--- config.mk ---
export PLATFORM = sky130hd
export DESIGN_NAME = bp_fe_instr_realigner
export DESIGN_NICKNAME = d
export VERILOG_FILES = /design/src/rtl/bp_fe_instr_realigner.sv
export SDC_FILE = /design/constraint.sdc
export NUM_CORES = 1
export LEC_CHECK = 0
export ABC_AREA = 1
export BUFFER_PORTS_ARGS = -buffer_cell sky130_fd_sc_hd__buf_4
export CORE_MARGIN = 5
export CORE_UTILIZATION = 50
export CTS_BUF_LIST = sky130_fd_sc_hd__clkbuf_8 sky130_fd_sc_hd__clkbuf_16
export CTS_CLUSTER_DIAMETER = 150
export CTS_CLUSTER_SIZE = 10
export DETAILED_ROUTE_END_ITERATION = 10
export GPL_TIMING_DRIVEN = 0
export PLACE_DENSITY = 0.74
export SLEW_MARGIN = 20
export SYNTH_ARGS = -nofsm -noshare
export SYNTH_HDL_FRONTEND = slang
export SYNTH_SLANG_ARGS = --single-unit
export TNS_END_PERCENT = 50
--- constraint.sdc ---
create_clock -name clk_i -period 4.71 [get_ports clk_i]
set_clock_uncertainty 0.15 [all_clocks]
set_input_delay 0.471 -clock clk_i [delete_from_list [all_inputs] [get_ports clk_i]]
set_output_delay 0.471 -clock clk_i [all_outputs]
set_load 0.05 [all_outputs]
--- src/rtl/bp_fe_instr_realigner.sv ---
// bp_fe_instr_realigner: halfword realignment buffer splitting fetch parcels into RVC/full instructions
// RVC support is enabled by defining BP_FE_REALIGNER_COMPRESSED_EN; otherwise every instruction is full-width.
module bp_fe_instr_realigner #(
  parameter int vaddr_width_p = 39,
  parameter int buf_els_p = 4
) (
  input  logic                     clk_i,
  input  logic                     reset_i,
  input  logic                     flush_i,
  input  logic                     fetch_v_i,
  input  logic [vaddr_width_p-1:0] fetch_pc_i,
  input  logic [31:0]              fetch_data_i,
  output logic                     fetch_ready_and_o,
  output logic                     instr_v_o,
  output logic [vaddr_width_p-1:0] instr_pc_o,
  output logic [31:0]              instr_o,
  output logic                     instr_compressed_o,
  input  logic                     instr_yumi_i,
  output logic                     rebase_o
);
  localparam int vw = vaddr_width_p;
  localparam int pw = $clog2(buf_els_p);
  localparam int cw = $clog2(buf_els_p + 1);
  logic [15:0] mem_q [buf_els_p];
  logic [pw-1:0] rptr_q, wptr_q, wi;
  logic [cw-1:0] count_q, rem;
  logic [vw-1:0] pc_q, fpc, tail;
  logic [15:0] h0, h1;
  logic [1:0] pop_n, push_n;
  logic comp, half, push, restart, unused_pc;
  assign h0 = mem_q[rptr_q];
  assign h1 = mem_q[rptr_q + pw'(1)];
`ifdef BP_FE_REALIGNER_COMPRESSED_EN
  assign comp = h0[1:0] != 2'b11;
  assign half = fetch_pc_i[1];
`else
  assign comp = 1'b0;
  assign half = 1'b0;
`endif
  assign unused_pc = ^fetch_pc_i[1:0];
  assign instr_v_o = ((count_q >= cw'(1)) & comp) | (count_q >= cw'(2));
  assign instr_o = comp ? {16'b0, h0} : {h1, h0};
  assign instr_compressed_o = comp;
  assign instr_pc_o = pc_q;
  assign fetch_ready_and_o = ~reset_i & ~flush_i & ((cw'(buf_els_p) - count_q) >= cw'(2));
  assign pop_n = (instr_yumi_i & instr_v_o) ? (comp ? 2'd1 : 2'd2) : 2'd0;
  assign push = fetch_v_i & fetch_ready_and_o;
  assign push_n = half ? 2'd1 : 2'd2;
  assign rem = count_q - cw'(pop_n);
  assign fpc = {fetch_pc_i[vw-1:2], half, 1'b0};
  assign tail = pc_q + {{(vw-cw-1){1'b0}}, count_q, 1'b0};
  // A parcel that does not continue the surviving residue replaces it outright.
  assign restart = push & ((rem == '0) | (fpc != tail));
  assign rebase_o = push & (rem != '0) & (fpc != tail);
  assign wi = restart ? '0 : wptr_q;
  always_ff @(posedge clk_i) begin
    if (reset_i) begin
      count_q <= '0;
      pc_q <= '0;
      rptr_q <= '0;
      wptr_q <= '0;
    end else if (flush_i) begin
      count_q <= '0;
      rptr_q <= '0;
      wptr_q <= '0;
    end else if (restart) begin
      count_q <= cw'(push_n);
      rptr_q <= '0;
      wptr_q <= pw'(push_n);
      pc_q <= fpc;
    end else begin
      count_q <= rem + (push ? cw'(push_n) : '0);
      rptr_q <= rptr_q + pw'(pop_n);
      wptr_q <= wptr_q + (push ? pw'(push_n) : '0);
      pc_q <= pc_q + {{(vw-3){1'b0}}, pop_n, 1'b0};
    end
  end
  always_ff @(posedge clk_i) begin
    if (push) begin
      mem_q[wi] <= half ? fetch_data_i[31:16] : fetch_data_i[15:0];
      if (!half) mem_q[wi + pw'(1)] <= fetch_data_i[31:16];
    end
  end
`ifndef SYNTHESIS
  always_ff @(posedge clk_i) begin
    if (!reset_i) begin
      assert (!(instr_yumi_i & ~instr_v_o)) else $error("realigner: yumi without valid");
      assert (count_q <= cw'(buf_els_p)) else $error("realigner: count overflow");
    end
  end
`endif
endmodule

==> results of run 1 <==
[synth_stat cells (7+ instances only)]
cell	instances	area, µm²
nand4_1	7	43.8
mux2_2	32	360
clkbuf_1	21	78.8
dfxtp_1	41	821
xnor2_1	17	149
a21oi_1	32	160
xor2_1	47	412
buf_2	10	50.1
nand3_1	113	566
inv_1	87	327
edfxtp_1	64	1920
nand2_1	322	1210
nor2_1	123	462
o21ai_0	21	105
nor2_2	10	62.6
[state kept, by name, summed over array words and instances (netlist names)]
| signal | count |
|---|---|
| wptr_q | 1 |
| rptr_q | 1 |
| instr_pc_o | 37 |
| mem_q | 64 |
| count_q | 2 |
[metal layers]
layer	vias to the layer above	global-route usage (%)
met4	0	12.3
met2	324	44.1
met5	-	0
met3	57	4.23
li1	3541	-
met1	3308	36.4
[kinds of logic after synthesis]
family / count (synthesis) / share of synthesized area [%]
buffers and inverters: 131 / 7.58
AO/OA/AOI/OAI: 63 / 4.55
XOR/XNOR: 65 / 8.05
multiplexers: 32 / 4.96
AND/OR/NAND/NOR: 606 / 35.7
adder cells (fa/ha/maj): 7 / 1.31
flip-flops: 105 / 37.8
other: 1 / 0.0516
[worst register-to-register path, cell delays in order, from the launching register on]
cell	delay, ns
dfxtp_1	0.42
ha_1	0.23
fa_1	0.34
inv_1	0.17
nor2_2	0.19
nand2_1	0.12
nor2_2	0.27
nand2_1	0.08
nand2_1	0.08
nand2_1	0.05
nand2_1	0.05
nand2_1	0.05
nor2_1	0.09
nand2_1	0.07
nor2_1	0.29
nand3_2	0.20
nand2_4	0.14
nand2_4	0.10
nand2_4	0.14
buf_4	0.22
inv_2	0.29
[report_power, final]
part | switching [mW] | internal (mW)
clock | 0.386 | 0.478
combinational | 0.335 | 0.185
sequential | 0.0410 | 1.01
total | 0.762 | 1.67
[area by class of cell]
class	count	area, µm²	area share, %
well taps	184	230	2.58
clock buffers	9	225	2.53
clock inverters	7	113	1.26
flip-flops and latches	105	2740	30.8
repair buffers	143	1070	12.0
plain buffers	42	215	2.42
inverters	89	335	3.76
multi-input cells	776	3980	44.6
[worst max path at each step]
stage                        startpoint           end  slack [ns]
after floorplan                 flush_i      rebase_o        0.49
after global placement    instr_pc_o[2]  mem_q[0][11]        0.20
after detailed placement  instr_pc_o[2]  mem_q[1][12]        0.64
after CTS                 instr_pc_o[2]   mem_q[0][3]        0.59
after global routing      instr_pc_o[2]   mem_q[1][3]        0.29
final                     instr_pc_o[2]   mem_q[0][2]        0.60
[stage by stage]
step,total power [mW],hold slack [ns],instances,setup WS (ns)
after CTS,2.44,0.152,1355,0.588
final,2.44,0.156,1355,0.599
after global placement,1.58,0.393,1339,0.203
after global routing,2.53,0.152,1355,0.287
after floorplan,1.40,0.377,1012,0.486
after detailed placement,1.59,0.394,1339,0.639
==> flow_summary.json, run 1 <==
{
  "wl_met3_um": 1790,
  "critPathLaunchType": "flip-flop",
  "met2WireLength_um": 10900,
  "portBuffers": 143,
  "die-width_um": 131,
  "met1_length_um": 9910,
  "avgSynthCellArea_um2": 7.19,
  "r2r-end": "mem_q[0][2]",
  "num_rows": 44,
  "hold_buffers": 0,
  "routed_via_density": 5.34,
  "die-area_um2": 17000,
  "cellLeakagePower_nw": 3.96,
  "cp_cell_sequence": "ha_1, fa_1, inv_1, nor2_2, nand2_1, nor2_2, nand2_1, nand2_1, nand2_1, nand2_1, nand2_1, nor2_1, nand2_1, nor2_1, nand3_2, nand2_4, nand2_4, nand2_4, buf_4, inv_2",
  "die_y_um": 131,
  "hold_path_class": "in -> reg",
  "antenna_found_initial": 0,
  "final_cell_mix": "nand2_1, buf_4, nor2_1, nand3_1, inv_1",
  "drive_above_1_share_pct": 20.6,
  "utilization_pct": 62.0,
  "cp.arrival_ns": 3.98,
  "synth_warnings": 0,
  "final_common_cell": "nand2_1",
  "cts_setup_buffers": 0,
  "clock_latency_ns": 0.37,
  "r2r_cells": 20,
  "avgRoutedWirePerCell_um": 17.4,
  "worst_pin_slew_ns": 0.742,
  "worstHoldPathCells": 1,
  "path_class": "reg -> reg",
  "cts_tree": "yes",
  "drcViolationCount": 0,
  "cp-end-kind": "flip-flop",
  "power.density_nw_per_um2": 273,
  "n_antenna_cell": 0,
  "drt_pass1_iterations": 5,
  "synth_edf_count": 64,
  "pin_count": 151,
  "cts_resized": 0,
  "cpMostUsedCell": "nand2_1",
  "maxCapViolations": 0,
  "fmax_ghz": 0.243,
  "clkSinkCount": 105,
  "grt-ovfl-total": 0,
  "min-delay-start": "fetch_data_i[10]",
  "top_layer": "met4",
  "rsz0062_at_grt": "false",
  "cts-root-buf": "clkbuf_16",
  "syn_inst": 1010,
  "tns_ns": 0,
  "post-route-cell-area_um2": 8910,
  "async_flop_share_pct": 0,
  "min_period_ns": 4.11,
  "crit_cells": 20,
  "gp_congestion": 0.994,
  "grt_start_max_net_pins": 42,
  "h-tree-depth": 3,
  "cp_top_family": "simple AND/OR/NAND/NOR gates",
  "area_growth_pct": 22.7,
  "nFillCells": 1339,
  "peakVddDrop_mv": 0.148,
  "path_clk_slew_ns": 0.08,
  "finalSetupViolCount": 0,
  "synth-main-ff-cell": "edfxtp_1",
  "initial_core_util_pct": 50.5,
  "min_to": "mem_q[0][10]",
  "final_antenna_net_count": 0,
  "reg2reg_from": "instr_pc_o[2]",
  "core_area_um2": 14400,
  "slew_viol_final": 0,
  "final_nets": 1249,
  "hpwl_um": 18100,
  "finalHoldViolCount": 0,
  "initialDrtViolationCount": 632,
  "r2r_slack_ns": 0.60,
  "crit_buf_inv": 3,
  "grtUsageTotal_pct": 27.4,
  "period_share_pct": 87.3,
  "required_ns": 4.58,
  "cpPeakStageDelay_ns": 0.42,
  "critPathMaxFanout": 32,
  "synth.distinct_cells": 38,
  "wl_um": 23600,
  "relSlewSlack_pct": 50.2,
  "cts_buffer_depth": 2,
  "place_area_um2": 8570,
  "yosysSeqAreaShare_pct": 37.8,
  "netlist_area_um2": 7260,
  "grt_pass1_vias": 6718,
  "numCtsBuffers": 9,
  "slowest_stage": "dfxtp_1",
  "ys_ff_latch": 105,
  "grt_pass1_wl_um": 35900,
  "outcome": "complete, no violations",
  "vias": 7230
}
Note: power is estimated with default switching activity, not from simulation.
==> inputs of run 2 (changes only) <==
--- a/config.mk
+++ b/config.mk
@@ -5,16 +5,13 @@
 export SDC_FILE = /design/constraint.sdc
 export NUM_CORES = 1
 export LEC_CHECK = 0
-export ABC_AREA = 1
 export BUFFER_PORTS_ARGS = -buffer_cell sky130_fd_sc_hd__buf_4
 export CORE_MARGIN = 5
-export CORE_UTILIZATION = 50
-export CTS_BUF_LIST = sky130_fd_sc_hd__clkbuf_8 sky130_fd_sc_hd__clkbuf_16
+export CORE_UTILIZATION = 41
 export CTS_CLUSTER_DIAMETER = 150
 export CTS_CLUSTER_SIZE = 10
 export DETAILED_ROUTE_END_ITERATION = 10
 export GPL_TIMING_DRIVEN = 0
-export PLACE_DENSITY = 0.74
 export SLEW_MARGIN = 20
 export SYNTH_ARGS = -nofsm -noshare
 export SYNTH_HDL_FRONTEND = slang
==> flow_summary.json, run 2 <==
{
  "outcome": "complete, no violations",
  "synth-main-ff-cell": "edfxtp_1",
  "power_frac_clock_pct": 32.2,
  "ys_top_cells_by_area": "edfxtp_1, dfxtp_1, mux2_2",
  "cpPeakStageDelay_ns": 0.57,
  "p_sw_uw": 843,
  "grt-ovfl-total": 0,
  "yosysSeqAreaShare_pct": 39.8,
  "finalSetupViolCount": 0,
  "drt_pass1_iterations": 5,
  "r2r_slack_ns": 0.20,
  "path_clk_slew_ns": 0.09,
  "reg2reg_from": "instr_pc_o[2]",
  "crit_cells": 12,
  "cts_tree": "yes",
  "cp_top_family": "simple AND/OR/NAND/NOR gates",
  "drcViolationCount": 0,
  "yosys.area.top_type": "edfxtp_1",
  "h-tree-depth": 3,
  "final_cell_mix": "buf_4, edfxtp_1, mux2_2, nand2_1, nor2_1",
  "fmax_ghz": 0.222,
  "synth.distinct_cells": 67,
  "vias": 6202,
  "avgSynthCellArea_um2": 9.74,
  "die-area_um2": 19500,
  "n_antenna_cell": 0,
  "rsz0062_at_grt": "false",
  "p_sw_share_pct": 34.1,
  "initialDrtViolationCount": 394,
  "relSlewSlack_pct": 41.0,
  "die-width_um": 140,
  "async_flop_share_pct": 0,
  "die_y_um": 140,
  "grt_pass1_vias": 6218,
  "seq_power_share_pct": 42.2,
  "r2r-end": "mem_q[3][14]",
  "num_rows": 47,
  "maxCapViolations": 0,
  "instances_no_fill": 1091,
  "syn_inst": 707,
  "cts_buffer_depth": 2,
  "wl_um": 23200,
  "hold_buffers": 0,
  "final_common_cell": "buf_4",
  "power.internal_mw": 1.63,
  "top_register": "mem_q",
  "cts-root-buf": "clkbuf_16",
  "netlist_area_um2": 6880,
  "grt_pass1_wl_um": 35500,
  "pin_count": 151,
  "critPathLaunchType": "flip-flop",
  "critPathCapture": "mem_q[3][14]",
  "p_comb_share_pct": 25.6,
  "dp.cells": 1074,
  "synth_edf_count": 64,
  "slowest_stage": "nor4_4",
  "final_antenna_net_count": 0,
  "final_nets": 949,
  "power.density_nw_per_um2": 286,
  "clock_latency_ns": 0.36,
  "ys_ff_latch": 105,
  "grtUsageTotal_pct": 23.1,
  "synth_common_cells": "edfxtp_1, mux2_2, nand2_1",
  "synth_warnings": 0,
  "routed_via_density": 5.68,
  "setup_slack_ns": 0.204,
  "yosysMostFrequentCell": "edfxtp_1",
  "numCtsBuffers": 9,
  "period_share_pct": 95.7,
  "worst_pin_slew_ns": 0.878,
  "cp_cell_sequence": "ha_1, fa_1, nand3_2, nor4_4, mux2i_1, o31ai_1, nand4_1, nor2_1, and4_1, buf_4, buf_6, mux2_2",
  "crit_buf_inv": 2,
  "initial_core_util_pct": 41.7,
  "r2r_cells": 12,
  "peakVddDrop_mv": 0.181,
  "largest_reg_flops": 64,
  "cellLeakagePower_nw": 3.30,
  "slew_viol_final": 0,
  "finalHoldViolCount": 0,
  "core_area_um2": 16500,
  "area_growth_pct": 25.4,
  "required_ns": 4.68,
  "gp_congestion": 0.941,
  "cp-end-kind": "flip-flop",
  "min_period_ns": 4.51,
  "avgRoutedWirePerCell_um": 21.2,
  "drive_above_1_share_pct": 32.7,
  "clkSinkCount": 105,
  "cp.arrival_ns": 4.48,
  "hpwl_um": 17400,
  "synth_top_area_share_pct": 27.9,
  "portBuffers": 145,
  "crit_path_start": "instr_pc_o[2]",
  "antenna_found_initial": 0,
  "hold_path_class": "in -> reg",
  "path_class": "reg -> reg",
  "critPathMaxFanout": 41,
  "grt_start_max_net_pins": 42,
  "dp_worst_setup_slack_ns": -0.143
}
[run 2: per-stage QoR]
| stage | hold WS [ns] | instance area (µm²) | setup TNS, ns | util [%] | power, mW |
|---|---|---|---|---|---|
| 6_report | 0.156 | 8630 | 0 | 52.2 | 2.47 |
| 4_1_cts | 0.147 | 8570 | 0 | 51.9 | 2.48 |
| 3_3_place_gp | 0.369 | 8260 | -0.882 | 50.0 | 1.68 |
| 5_1_grt | 0.145 | 8630 | 0 | 52.2 | 2.57 |
| 3_5_place_dp | 0.377 | 8260 | -1.41 | 50.0 | 1.69 |
| 2_1_floorplan | 0.384 | 6890 | 0 | - | 1.47 |
[run 2: worst min-delay path by stage]
stage / from / endpoint / slack [ns] / cells past startpoint
2_1_floorplan: wptr_q[1] / wptr_q[1] / 0.38 / 1
3_3_place_gp: instr_pc_o[2] / instr_pc_o[2] / 0.37 / 2
3_5_place_dp: instr_pc_o[2] / instr_pc_o[2] / 0.38 / 2
4_1_cts: fetch_data_i[8] / mem_q[0][8] / 0.15 / 1
5_1_grt: fetch_data_i[8] / mem_q[0][8] / 0.15 / 1
6_report: fetch_data_i[13] / mem_q[2][13] / 0.16 / 1
[run 2: power by group through the flow]
stage                     registers (mW)  clock network, mW  logic, mW
final                               1.04              0.796      0.632
after detailed placement            1.06                  0      0.626
after global placement              1.06                  0      0.620
after CTS                           1.04              0.809      0.628
after floorplan                     1.16                  0      0.312
after global routing                1.05              0.854      0.669
[run 2: timing repair]
item	4_1_cts	5_1_grt
pin swaps	0	1
gates resized for setup	2	8
endpoints found under the setup margin	17	9
buffers inserted	0	1
endpoints found under the hold margin	0	0
[run 2: cell families (layout without fill, tap and decap cells)]
logic type / count (synthesis) / in the layout / synth area share (%)
AOI/OAI and AO/OA: 105 / 105 / 10.9
muxes: 72 / 72 / 11.6
buffers and inverters: 72 / 234 / 5.07
and+or+nand+nor: 293 / 293 / 24.5
xor gates and xnor gates: 52 / 52 / 6.62
other: 1 / 3 / 0.0545
adders and majority gates: 7 / 7 / 1.38
DFF: 105 / 105 / 39.8
[run 2: final cells by class]
cell class | instances | area, µm²
tap | 220 | 275
inverter | 11 | 41.3
timing repair buffer | 146 | 1100
clock inverter | 7 | 83.8
buffer | 61 | 310
sequential | 105 | 2740
multi-input combinational | 532 | 3860
fill | 1568 | 7890
clock buffer | 9 | 225
[run 2: metal layers]
layer | share of wire, % | routed length [µm] | GRT usage [%] | vias to the layer above
met5 | 0 | 0 | 0 | -
met4 | 2.7 | 625 | 8.26 | 0
met3 | 5.6 | 1290 | 3.70 | 44
met2 | 46 | 10700 | 37.4 | 226
met1 | 46 | 10600 | 31.4 | 2967
li1 | - | - | - | 2965
